$ cat src/rtl/wb_arb_pkg.sv
// Shared definitions for the Wishbone multi-master arbiter: state encoding,
// cycle-type identifiers and index-width helpers.
package wb_arb_pkg;

  localparam logic [0:0] ST_IDLE  = 1'b0;
  localparam logic [0:0] ST_OWNED = 1'b1;

  localparam logic [2:0] CTI_CLASSIC = 3'b000;
  localparam logic [2:0] CTI_INCR    = 3'b010;
  localparam logic [2:0] CTI_EOB     = 3'b111;

  function automatic int unsigned clog2(input int unsigned n);
    int unsigned r;
    r = 0;
    for (int unsigned i = 0; i < 32; i++) begin
      if ((64'd1 << i) < 64'(n)) r = i + 1;
    end
    return r;
  endfunction

  // A single master still needs a 1-bit index so owner registers are never zero-width.
  function automatic int unsigned idx_width(input int unsigned n);
    return (n < 2) ? 1 : clog2(n);
  endfunction

endpackage

$ cat src/rtl/wb_multi_arbiter_if.sv
// Bundle of the packed master-side and single slave-side Wishbone signals.
interface wb_multi_arbiter_if #(
  parameter int unsigned NUM_MASTERS = 2
);
  logic [32*NUM_MASTERS-1:0] wbm_adr_i;
  logic [32*NUM_MASTERS-1:0] wbm_dat_i;
  logic [4*NUM_MASTERS-1:0]  wbm_sel_i;
  logic [3*NUM_MASTERS-1:0]  wbm_cti_i;
  logic [2*NUM_MASTERS-1:0]  wbm_bte_i;
  logic [NUM_MASTERS-1:0]    wbm_we_i;
  logic [NUM_MASTERS-1:0]    wbm_cyc_i;
  logic [NUM_MASTERS-1:0]    wbm_stb_i;
  logic [32*NUM_MASTERS-1:0] wbm_dat_o;
  logic [NUM_MASTERS-1:0]    wbm_ack_o;
  logic [NUM_MASTERS-1:0]    wbm_err_o;
  logic [NUM_MASTERS-1:0]    wbm_rty_o;

  logic [31:0] wbs_adr_o;
  logic [31:0] wbs_dat_o;
  logic [3:0]  wbs_sel_o;
  logic        wbs_we_o;
  logic        wbs_cyc_o;
  logic        wbs_stb_o;
  logic [2:0]  wbs_cti_o;
  logic [1:0]  wbs_bte_o;
  logic [31:0] wbs_dat_i;
  logic        wbs_ack_i;
  logic        wbs_err_i;
  logic        wbs_rty_i;

  // Arbiter view: slave to the masters, master to the downstream slave.
  modport slave (
    input  wbm_adr_i, wbm_dat_i, wbm_sel_i, wbm_cti_i, wbm_bte_i,
    input  wbm_we_i, wbm_cyc_i, wbm_stb_i,
    output wbm_dat_o, wbm_ack_o, wbm_err_o, wbm_rty_o,
    output wbs_adr_o, wbs_dat_o, wbs_sel_o, wbs_we_o, wbs_cyc_o, wbs_stb_o,
    output wbs_cti_o, wbs_bte_o,
    input  wbs_dat_i, wbs_ack_i, wbs_err_i, wbs_rty_i
  );

  modport master (
    output wbm_adr_i, wbm_dat_i, wbm_sel_i, wbm_cti_i, wbm_bte_i,
    output wbm_we_i, wbm_cyc_i, wbm_stb_i,
    input  wbm_dat_o, wbm_ack_o, wbm_err_o, wbm_rty_o,
    input  wbs_adr_o, wbs_dat_o, wbs_sel_o, wbs_we_o, wbs_cyc_o, wbs_stb_o,
    input  wbs_cti_o, wbs_bte_o,
    output wbs_dat_i, wbs_ack_i, wbs_err_i, wbs_rty_i
  );
endinterface

$ cat src/rtl/wb_rr_pick.sv
// Combinational round-robin picker: first requester after last_i, wrapping.
module wb_rr_pick
  import wb_arb_pkg::*;
#(
  parameter int unsigned NUM_MASTERS = 2,
  parameter int unsigned IDX_W       = idx_width(NUM_MASTERS)
) (
  input  logic [NUM_MASTERS-1:0] req_i,
  input  logic [IDX_W-1:0]       last_i,
  output logic [NUM_MASTERS-1:0] gnt_o,
  output logic [IDX_W-1:0]       idx_o,
  output logic                   valid_o
);

  logic [IDX_W-1:0] cand;

  always_comb begin
    gnt_o   = '0;
    idx_o   = '0;
    valid_o = 1'b0;
    cand    = '0;
    for (int unsigned i = 1; i <= NUM_MASTERS; i++) begin
      cand = IDX_W'((32'(last_i) + i) % NUM_MASTERS);
      if (!valid_o && req_i[cand]) begin
        valid_o     = 1'b1;
        gnt_o[cand] = 1'b1;
        idx_o       = cand;
      end
    end
  end

endmodule

$ cat src/rtl/wb_multi_arbiter.sv
// Round-robin Wishbone arbiter: N masters onto one slave, non-preemptive
// ownership held for the whole cyc, with a stalled-strobe watchdog abort.
module wb_multi_arbiter
  import wb_arb_pkg::*;
#(
  parameter int unsigned NUM_MASTERS    = 2,
  parameter int unsigned TIMEOUT_CYCLES = 255,
  parameter int unsigned TO_WIDTH       = 8
) (
  input  logic                   wb_clk_i,
  input  logic                   wb_rst_i,
  wb_multi_arbiter_if.slave      bus,
  output logic [NUM_MASTERS-1:0] grant_o,
  output logic                   timeout_o
);

  localparam int unsigned IDX_W = idx_width(NUM_MASTERS);

  logic [0:0]             state_q, state_d;
  logic [NUM_MASTERS-1:0] grant_q, grant_d;
  logic [IDX_W-1:0]       idx_q, idx_d;
  logic [IDX_W-1:0]       last_q, last_d;
  logic [TO_WIDTH-1:0]    wd_q, wd_d;

  logic                   owned, own_cyc, own_stb, term, abort;
  logic [NUM_MASTERS-1:0] pick_gnt;
  logic [IDX_W-1:0]       pick_idx;
  logic                   pick_valid;

  wb_rr_pick #(
    .NUM_MASTERS (NUM_MASTERS),
    .IDX_W       (IDX_W)
  ) u_pick (
    .req_i   (bus.wbm_cyc_i),
    .last_i  (last_q),
    .gnt_o   (pick_gnt),
    .idx_o   (pick_idx),
    .valid_o (pick_valid)
  );

  assign owned   = (state_q == ST_OWNED);
  assign own_cyc = owned & bus.wbm_cyc_i[idx_q];
  assign own_stb = owned & bus.wbm_stb_i[idx_q];
  assign term    = bus.wbs_ack_i | bus.wbs_err_i | bus.wbs_rty_i;

  // A real termination on the terminal count beats the watchdog.
  assign abort = (TIMEOUT_CYCLES != 0) && own_cyc && own_stb && !term &&
                 (wd_q == TO_WIDTH'(TIMEOUT_CYCLES));

  always_comb begin
    bus.wbs_adr_o = '0;
    bus.wbs_dat_o = '0;
    bus.wbs_sel_o = '0;
    bus.wbs_we_o  = 1'b0;
    bus.wbs_cti_o = '0;
    bus.wbs_bte_o = '0;
    if (owned) begin
      bus.wbs_adr_o = bus.wbm_adr_i[32*idx_q +: 32];
      bus.wbs_dat_o = bus.wbm_dat_i[32*idx_q +: 32];
      bus.wbs_sel_o = bus.wbm_sel_i[4*idx_q +: 4];
      bus.wbs_we_o  = bus.wbm_we_i[idx_q];
      bus.wbs_cti_o = bus.wbm_cti_i[3*idx_q +: 3];
      bus.wbs_bte_o = bus.wbm_bte_i[2*idx_q +: 2];
    end
  end

  assign bus.wbs_cyc_o = own_cyc & ~abort;
  assign bus.wbs_stb_o = own_stb & ~abort;

  assign bus.wbm_dat_o = {NUM_MASTERS{bus.wbs_dat_i}};
  assign bus.wbm_ack_o = grant_q & {NUM_MASTERS{owned & bus.wbs_ack_i}};
  assign bus.wbm_err_o = grant_q & {NUM_MASTERS{owned & (bus.wbs_err_i | abort)}};
  assign bus.wbm_rty_o = grant_q & {NUM_MASTERS{owned & bus.wbs_rty_i}};

  assign grant_o   = grant_q;
  assign timeout_o = abort;

  always_comb begin
    state_d = state_q;
    grant_d = grant_q;
    idx_d   = idx_q;
    last_d  = last_q;
    case (state_q)
      ST_IDLE: begin
        if (pick_valid) begin
          state_d = ST_OWNED;
          grant_d = pick_gnt;
          idx_d   = pick_idx;
        end
      end
      default: begin
        if (!own_cyc) begin
          state_d = ST_IDLE;
          grant_d = '0;
          last_d  = idx_q;
        end
      end
    endcase
  end

  always_comb begin
    wd_d = wd_q;
    if (!own_cyc || term || abort) begin
      wd_d = '0;
    end else if (own_stb && (wd_q != '1)) begin
      wd_d = wd_q + 1'b1;
    end
  end

  always_ff @(posedge wb_clk_i) begin
    if (wb_rst_i) begin
      state_q <= ST_IDLE;
      grant_q <= '0;
      idx_q   <= '0;
      last_q  <= IDX_W'(NUM_MASTERS - 1);
      wd_q    <= '0;
    end else begin
      state_q <= state_d;
      grant_q <= grant_d;
      idx_q   <= idx_d;
      last_q  <= last_d;
      wd_q    <= wd_d;
    end
  end

endmodule

$ cat src/flat_wrapper.sv
// flat-port wrapper written by rule: the top's interface ports become plain ports
module wb_multi_arbiter_flat import wb_arb_pkg::*;
#(
  parameter int unsigned NUM_MASTERS    = 2,
  parameter int unsigned TIMEOUT_CYCLES = 255,
  parameter int unsigned TO_WIDTH       = 8
)
  (wb_clk_i, wb_rst_i, grant_o, timeout_o, bus_wbm_adr_i, bus_wbm_dat_i, bus_wbm_sel_i, bus_wbm_cti_i, bus_wbm_bte_i, bus_wbm_we_i, bus_wbm_cyc_i, bus_wbm_stb_i, bus_wbm_dat_o, bus_wbm_ack_o, bus_wbm_err_o, bus_wbm_rty_o, bus_wbs_adr_o, bus_wbs_dat_o, bus_wbs_sel_o, bus_wbs_we_o, bus_wbs_cyc_o, bus_wbs_stb_o, bus_wbs_cti_o, bus_wbs_bte_o, bus_wbs_dat_i, bus_wbs_ack_i, bus_wbs_err_i, bus_wbs_rty_i);
  wb_multi_arbiter_if #(.NUM_MASTERS(NUM_MASTERS)) bus_i ();
  input  logic wb_clk_i;
  input  logic wb_rst_i;
  output logic [NUM_MASTERS-1:0] grant_o;
  output logic timeout_o;
  input wire logic [$bits(bus_i.wbm_adr_i)-1:0] bus_wbm_adr_i;
  input wire logic [$bits(bus_i.wbm_dat_i)-1:0] bus_wbm_dat_i;
  input wire logic [$bits(bus_i.wbm_sel_i)-1:0] bus_wbm_sel_i;
  input wire logic [$bits(bus_i.wbm_cti_i)-1:0] bus_wbm_cti_i;
  input wire logic [$bits(bus_i.wbm_bte_i)-1:0] bus_wbm_bte_i;
  input wire logic [$bits(bus_i.wbm_we_i)-1:0] bus_wbm_we_i;
  input wire logic [$bits(bus_i.wbm_cyc_i)-1:0] bus_wbm_cyc_i;
  input wire logic [$bits(bus_i.wbm_stb_i)-1:0] bus_wbm_stb_i;
  output wire logic [$bits(bus_i.wbm_dat_o)-1:0] bus_wbm_dat_o;
  output wire logic [$bits(bus_i.wbm_ack_o)-1:0] bus_wbm_ack_o;
  output wire logic [$bits(bus_i.wbm_err_o)-1:0] bus_wbm_err_o;
  output wire logic [$bits(bus_i.wbm_rty_o)-1:0] bus_wbm_rty_o;
  output wire logic [$bits(bus_i.wbs_adr_o)-1:0] bus_wbs_adr_o;
  output wire logic [$bits(bus_i.wbs_dat_o)-1:0] bus_wbs_dat_o;
  output wire logic [$bits(bus_i.wbs_sel_o)-1:0] bus_wbs_sel_o;
  output wire logic [$bits(bus_i.wbs_we_o)-1:0] bus_wbs_we_o;
  output wire logic [$bits(bus_i.wbs_cyc_o)-1:0] bus_wbs_cyc_o;
  output wire logic [$bits(bus_i.wbs_stb_o)-1:0] bus_wbs_stb_o;
  output wire logic [$bits(bus_i.wbs_cti_o)-1:0] bus_wbs_cti_o;
  output wire logic [$bits(bus_i.wbs_bte_o)-1:0] bus_wbs_bte_o;
  input wire logic [$bits(bus_i.wbs_dat_i)-1:0] bus_wbs_dat_i;
  input wire logic [$bits(bus_i.wbs_ack_i)-1:0] bus_wbs_ack_i;
  input wire logic [$bits(bus_i.wbs_err_i)-1:0] bus_wbs_err_i;
  input wire logic [$bits(bus_i.wbs_rty_i)-1:0] bus_wbs_rty_i;
  assign bus_i.wbm_adr_i = bus_wbm_adr_i;
  assign bus_i.wbm_dat_i = bus_wbm_dat_i;
  assign bus_i.wbm_sel_i = bus_wbm_sel_i;
  assign bus_i.wbm_cti_i = bus_wbm_cti_i;
  assign bus_i.wbm_bte_i = bus_wbm_bte_i;
  assign bus_i.wbm_we_i = bus_wbm_we_i;
  assign bus_i.wbm_cyc_i = bus_wbm_cyc_i;
  assign bus_i.wbm_stb_i = bus_wbm_stb_i;
  assign bus_wbm_dat_o = bus_i.wbm_dat_o;
  assign bus_wbm_ack_o = bus_i.wbm_ack_o;
  assign bus_wbm_err_o = bus_i.wbm_err_o;
  assign bus_wbm_rty_o = bus_i.wbm_rty_o;
  assign bus_wbs_adr_o = bus_i.wbs_adr_o;
  assign bus_wbs_dat_o = bus_i.wbs_dat_o;
  assign bus_wbs_sel_o = bus_i.wbs_sel_o;
  assign bus_wbs_we_o = bus_i.wbs_we_o;
  assign bus_wbs_cyc_o = bus_i.wbs_cyc_o;
  assign bus_wbs_stb_o = bus_i.wbs_stb_o;
  assign bus_wbs_cti_o = bus_i.wbs_cti_o;
  assign bus_wbs_bte_o = bus_i.wbs_bte_o;
  assign bus_i.wbs_dat_i = bus_wbs_dat_i;
  assign bus_i.wbs_ack_i = bus_wbs_ack_i;
  assign bus_i.wbs_err_i = bus_wbs_err_i;
  assign bus_i.wbs_rty_i = bus_wbs_rty_i;
  wb_multi_arbiter #(.NUM_MASTERS(NUM_MASTERS), .TIMEOUT_CYCLES(TIMEOUT_CYCLES), .TO_WIDTH(TO_WIDTH)) u_core (.wb_clk_i(wb_clk_i), .wb_rst_i(wb_rst_i), .bus(bus_i), .grant_o(grant_o), .timeout_o(timeout_o));
endmodule
$ cat config.mk
export PLATFORM = sky130hd
export DESIGN_NAME = wb_multi_arbiter_flat
export DESIGN_NICKNAME = d
export VERILOG_FILES = /design/src/rtl/wb_arb_pkg.sv /design/src/rtl/wb_multi_arbiter_if.sv /design/src/rtl/wb_rr_pick.sv /design/src/rtl/wb_multi_arbiter.sv /design/src/flat_wrapper.sv
export SDC_FILE = /design/constraint.sdc
export NUM_CORES = 1
export LEC_CHECK = 0
export BUFFER_PORTS_ARGS = -buffer_cell sky130_fd_sc_hd__buf_2
export CORE_AREA = 2 2 131 133
export CTS_CLUSTER_SIZE = 40
export DETAILED_ROUTE_END_ITERATION = 8
export DIE_AREA = 0 0 133 135
export PLACE_DENSITY = 0.44
export SLEW_MARGIN = 15
export SYNTH_ARGS = -nofsm -noshare
export SYNTH_HDL_FRONTEND = slang
export SYNTH_SLANG_ARGS = --single-unit
$ cat constraint.sdc
create_clock -name wb_clk_i -period 4.9 [get_ports wb_clk_i]
set_clock_uncertainty 0.1 [all_clocks]
set_input_delay 1.225 -clock wb_clk_i [delete_from_list [all_inputs] [get_ports wb_clk_i]]
set_output_delay 1.225 -clock wb_clk_i [all_outputs]
set_load 0.02 [all_outputs]
---- Word-level counts from Yosys, hierarchy flattened ----
Cells that the tools add are included.
cells by class
  equality and inequality tests ........... 3
  div/mod/pow operators ................... 0
  order comparisons ....................... 5
  add/subtract/negate cells ............... 3
  reductions and logical operators ........ 17
  bitwise operators ....................... 17
  shift operators ......................... 5
  muxes and demuxes ....................... 32
  multiply operators ...................... 1
operators with widths
  kind                 count
  $shiftx 64x7->32     2
  $mux 32              2
  $mux 1               20
  $mux 2               6
  $add 8x1->8 const B  1
  $eq 8x8->1 const B   1
  $ne 8x8->1 const B   1
  $shiftx 8x4->4       1
  $and 1x1->1          7
  $logic_and 1x1->1    7
  $and 2x2->2          3
  $lt 1x2->1 const B   3
  $reduce_and 2->1     3
  $shiftx 6x4->3       1
  $mux 4               1
  $shiftx 4x3->2       1
  $logic_not 1->1      3
  $mul 2x1->3 const A  1
  $mux 3               1
  $not 1->1            3
  $or 1x1->1           3
  $add 1x1->1 const B  2
  $demux 1 s1          2
  $ge 1x1->1 const B   2
  other kinds (5)      6
word-level totals
  memory bits (writable) .................. 0
  memory bits (read-only) ................. 0
  input bits .............................. 189
  bits in registers ....................... 13
  latch bits .............................. 0
  output and inout bits ................... 149
  memories kept ........................... 0
  word-level logic and storage cells ...... 88

---- Longest topological paths before layout ----
  depth in word-level cells ............... 10
  gate-level depth with buffers ........... 6
  gate-level depth less buffers ........... 5

---- Cells and area by module ----
From an unflattened synthesis, not the netlist that was laid out.
unflattened totals
  cells, all modules ...................... 322
  area, all modules ....................... 2,356.0 µm²
by module, submodules not included
  module            instances  cells an instance  sequential area each (µm²)  area each (µm²)
  wb_multi_arbiter  1          317                260.2                       2,323.5
  wb_rr_pick        1          5                  0.0                         32.5

---- Worst setup path after synthesis ----
No wires, ideal clock.
  path kind ............................... in2out
  start ................................... input bus_wbs_ack_i
  end ..................................... output bus_wbm_err_o[0]
  stages .................................. 4
  required time ........................... 3.575 ns
  data arrival time ....................... 2.288 ns
  slack ................................... 1.287 ns
  cell sequence ........................... nor4b_2 -> nand2_1 -> nor3_2 -> o211a_1
on the way
  cells in the longest elaborated chain, start to end .. 8
ends and longest elaborated chain
  what                            RTL line                RTL
  start, declared                 flat_wrapper.sv:35      input wire logic [$bits(bus_i.wbs_ack_i)-1:0] bus_wbs_ack_i;
  $or 1x1->1 (2 in a row)         wb_multi_arbiter.sv:44  assign term = bus.wbs_ack_i | bus.wbs_err_i | bus.wbs_rty_i;
  $logic_not 1->1                 wb_multi_arbiter.sv:47  assign abort = (TIMEOUT_CYCLES != 0) && own_cyc && own_stb && !term &&
  $logic_and 1x1->1 (2 in a row)  wb_multi_arbiter.sv:47
  via timeout_o                   flat_wrapper.sv:13      output logic timeout_o;
  $or 1x1->1                      wb_multi_arbiter.sv:72  assign bus.wbm_err_o = grant_q & {NUM_MASTERS{owned & (bus.wbs_err_i | abort)}};
  $and 1x1->1                     wb_multi_arbiter.sv:72
  $and 2x2->2                     wb_multi_arbiter.sv:72
  end, declared                   flat_wrapper.sv:24      output wire logic [$bits(bus_i.wbm_err_o)-1:0] bus_wbm_err_o;
The timed path passes the listed nets, and every way through them passes these cells.

---- Worst setup path after layout ----
  start ................................... input bus_wbs_ack_i
  end ..................................... output bus_wbm_err_o[0]
on the way
  cells in the longest elaborated chain, start to end .. 8
ends and longest elaborated chain
  what                            RTL line
  $or 1x1->1 (2 in a row)         wb_multi_arbiter.sv:44
  $logic_not 1->1                 wb_multi_arbiter.sv:47
  $logic_and 1x1->1 (2 in a row)  wb_multi_arbiter.sv:47
  $or 1x1->1                      wb_multi_arbiter.sv:72
  $and 1x1->1                     wb_multi_arbiter.sv:72
  $and 2x2->2                     wb_multi_arbiter.sv:72
Every way passes these cells.

==> results.sh <==
export IMPL_finalSetupViolCount=0
export IMPL_final_max_slew_violation_count=0
export IMPL_cp_end_kind="output pin"
export IMPL_drive_gt1_share_pct=52.6
export IMPL_cp_data_required_time_ps=3580
export IMPL_grt_ovfl_total=0
export IMPL_gp_congestion=0.728
export IMPL_cts_resized=0
export IMPL_ir_drop_mv=0.199
export IMPL_wl_per_cell_um=12.0
export IMPL_placed_area_um2=3450
export IMPL_first_pass_iters=4
export IMPL_synthArstFlopShare_pct=0
export IMPL_postLayoutCellArea_um2=3530
export IMPL_yosysSeqAreaShare_pct=10.4
export IMPL_cts_sink_count=13
export IMPL_fp_coreArea_um2=16400
export IMPL_min_period_ps=3710
export IMPL_ys_types=35
export IMPL_path_class="in -> out"
export IMPL_cellPowerDensity_nw_per_um2=161
export IMPL_rsz0062_at_grt="false"
export IMPL_cts_hold_buf=0
export IMPL_synth_flop_cell="dfxtp_1"
export IMPL_nets=672
export IMPL_ant_nets=0
export IMPL_path_clk_slew_ps=40
export IMPL_antenna_cells_inserted=0
export IMPL_syn_to_final_growth_pct=40.9
export IMPL_clkLatencyLatePin_ps=240
export IMPL_p_leak_nw=1.76
export IMPL_tritoncts="yes"
export IMPL_grt_max_degree=63
export IMPL_die_h_um=135
export IMPL_start_util_pct=15.3
export IMPL_cts_made_buffers=3
export IMPL_grt_first_pass_wirelength_um=12300
export IMPL_ys_ff_latch=13
export IMPL_port_buffers=241
export IMPL_cts_buffer_depth=2
export IMPL_grt_pass1_vias=2475
export IMPL_hold_violations=0
export IMPL_dp_final_hpwl_um=7030
export IMPL_status="finished, final reports clean"
export IMPL_yosys_area_top_type_share_pct=30.8
export IMPL_num_io_pins=338
export IMPL_fill_cells=1864
export IMPL_vias_per_cell=3.70
export IMPL_worst_pin_slew_ps=618
export IMPL_max_freq_mhz=270
export IMPL_worst_path_max_fanout=4
export IMPL_synth_avg_cell_area_um2=7.91
export IMPL_synth_top_cell_by_area="mux2i_1"
export IMPL_drt_wl_total_um=8430
export IMPL_initialDrtViolationCount=58
export IMPL_synth_fp_nets=507
export IMPL_antenna_found_initial=0
export IMPL_die_x_um=133
export IMPL_grt_usage_pct=8.27
export IMPL_ys_top_cells_by_area="mux2i_1 (31%), buf_4 (20%), nor2b_1 (18%), dfxtp_1 (10%), clkbuf_1 (1.5%)"
export IMPL_drc=0
export IMPL_max_slew_margin_rel_pct=58.8
export IMPL_post_cts_setup_buffer_count=0
export IMPL_hp_class="reg -> reg"
export IMPL_htreeDepth=1
export IMPL_max_cap_violations=0
export IMPL_vias=2593
export IMPL_cts_root_buffer="clkbuf_16"
export IMPL_post_route_period_util_pct=75.7
export IMPL_synth_edf_count=0
export IMPL_netlist_area_um2=2510
export IMPL_yosys_warnings=0
export IMPL_synthCells=317
export IMPL_dieArea_um2=18000
export IMPL_start_kind="primary input"
export IMPL_rows=47
export IMPL_fin_setup_tns_ps=0
export IMPL_cp_arrival_ps=2380
-- cell usage after synthesis, types with 2 or more instances --
| cell type | count |
|---|---|
| mux2i_1 | 77 |
| nor2b_1 | 74 |
| buf_4 | 66 |
| dfxtp_1 | 13 |
| clkbuf_1 | 10 |
| nor2_1 | 8 |
| buf_2 | 7 |
| a21oi_1 | 6 |
| nand2_1 | 6 |
| o21ai_0 | 6 |
| and3_1 | 5 |
| inv_1 | 4 |
| nand3_1 | 4 |
| xor2_1 | 3 |
| a221oi_1 | 2 |
| nand2b_1 | 2 |
| nand4_1 | 2 |
| nor3_1 | 2 |
| o211a_1 | 2 |
| o21bai_1 | 2 |
| or3_1 | 2 |
-- critical path, stage by stage --
cell	delay, ps
buf_2	110
nor4b_2	320
nand2_1	130
nor3_2	260
o211a_1	180
buf_2	160
-- registers in the layout (all words and copies together), names as in the netlist --
name and cells:
u_core.last_q 1, u_core.idx_q 1, u_core.owned 1, u_core.wd_q 8, u_core.grant_o 2
-- placed cells by master (no fill, tap or decap), drive strengths merged --
cell type and instances:
a21oi 6, nand2b 2, ha 1, nor2 8, nor4b 1, nand2 6
and2 1, buf 243, and4 1, nor3 3, nand3b 1, and3 5
a31oi 1, o21bai 2, nand4 2, mux2 2, o211ai 1, o211a 2
nor2b 74, o21ai 6, o31ai 1, mux2i 77, clkbuf 4, xor2 3
nand3 4, a221oi 2, a2bb2oi 1, inv 4, dfxtp 13, or3 2
or3b 1, a211o 1
-- stage by stage --
| step | hold slack (ps) | setup slack, ps | std cells | power, mW | utilization, % |
|---|---|---|---|---|---|
| 3_5_place_dp | 372 | 1200 | 697 | 0.425 | 21.0 |
| 2_1_floorplan | 353 | 1290 | 317 | 0.377 | - |
| 6_report | 376 | 1190 | 701 | 0.570 | 21.5 |
| 3_3_place_gp | 377 | 1200 | 697 | 0.426 | 21.0 |
| 5_1_grt | 426 | 1080 | 701 | 0.607 | 21.5 |
| 4_1_cts | 379 | 1190 | 701 | 0.579 | 21.5 |
-- power by group --
part | switching (mW) | leakage [nW] | internal (mW)
registers | 0.0188 | 0.107 | 0.110
clock network | 0.0418 | 0.0382 | 0.109
logic | 0.149 | 1.62 | 0.141
-- cells by family after synthesis --
family	after synthesis	synth area share, %
DFF	13	10.4
muxes	79	31.8
xor gates and xnor gates	3	1.05
adders and majority gates	1	0.499
AOI/OAI and AO/OA	23	6.24
and+or+nand+nor	111	26.8
buffers and inverters	87	23.3
-- per-layer routing --
metal	wire length [µm]	global-route usage, %	share of wire, %
met3	647	1.50	7.7
met5	0	0	0
met1	3240	8.88	38
met2	4410	16.3	52
met4	142	2.51	1.7
-- area by class of cell --
cell class | count | area, µm² | area share, %
Multi-Input combinational cell | 217 | 1660 | 47.1
Timing Repair Buffer | 243 | 1230 | 34.9
Tap cell | 220 | 275 | 7.80
Sequential cell | 13 | 265 | 7.51
Clock buffer | 4 | 78.8 | 2.23
Inverter | 4 | 15.0 | 0.425
-- worst paths after layout --
| path | from | to | slack (ps) | cells after the start |
|---|---|---|---|---|
| hold / removal | u_core.wd_q[7]$_SDFFE_PP0P_ | u_core.wd_q[7]$_SDFFE_PP0P_ | 380 | 2 |
| setup reg to reg | u_core.idx_q$_SDFFE_PP0P_ | u_core.wd_q[4]$_SDFFE_PP0P_ | 2900 | 4 |
| hold reg to reg | u_core.wd_q[7]$_SDFFE_PP0P_ | u_core.wd_q[7]$_SDFFE_PP0P_ | 380 | 2 |
| setup / recovery | bus_wbs_ack_i | bus_wbm_err_o[0] | 1190 | 6 |
(Power assumes the default switching activity.)
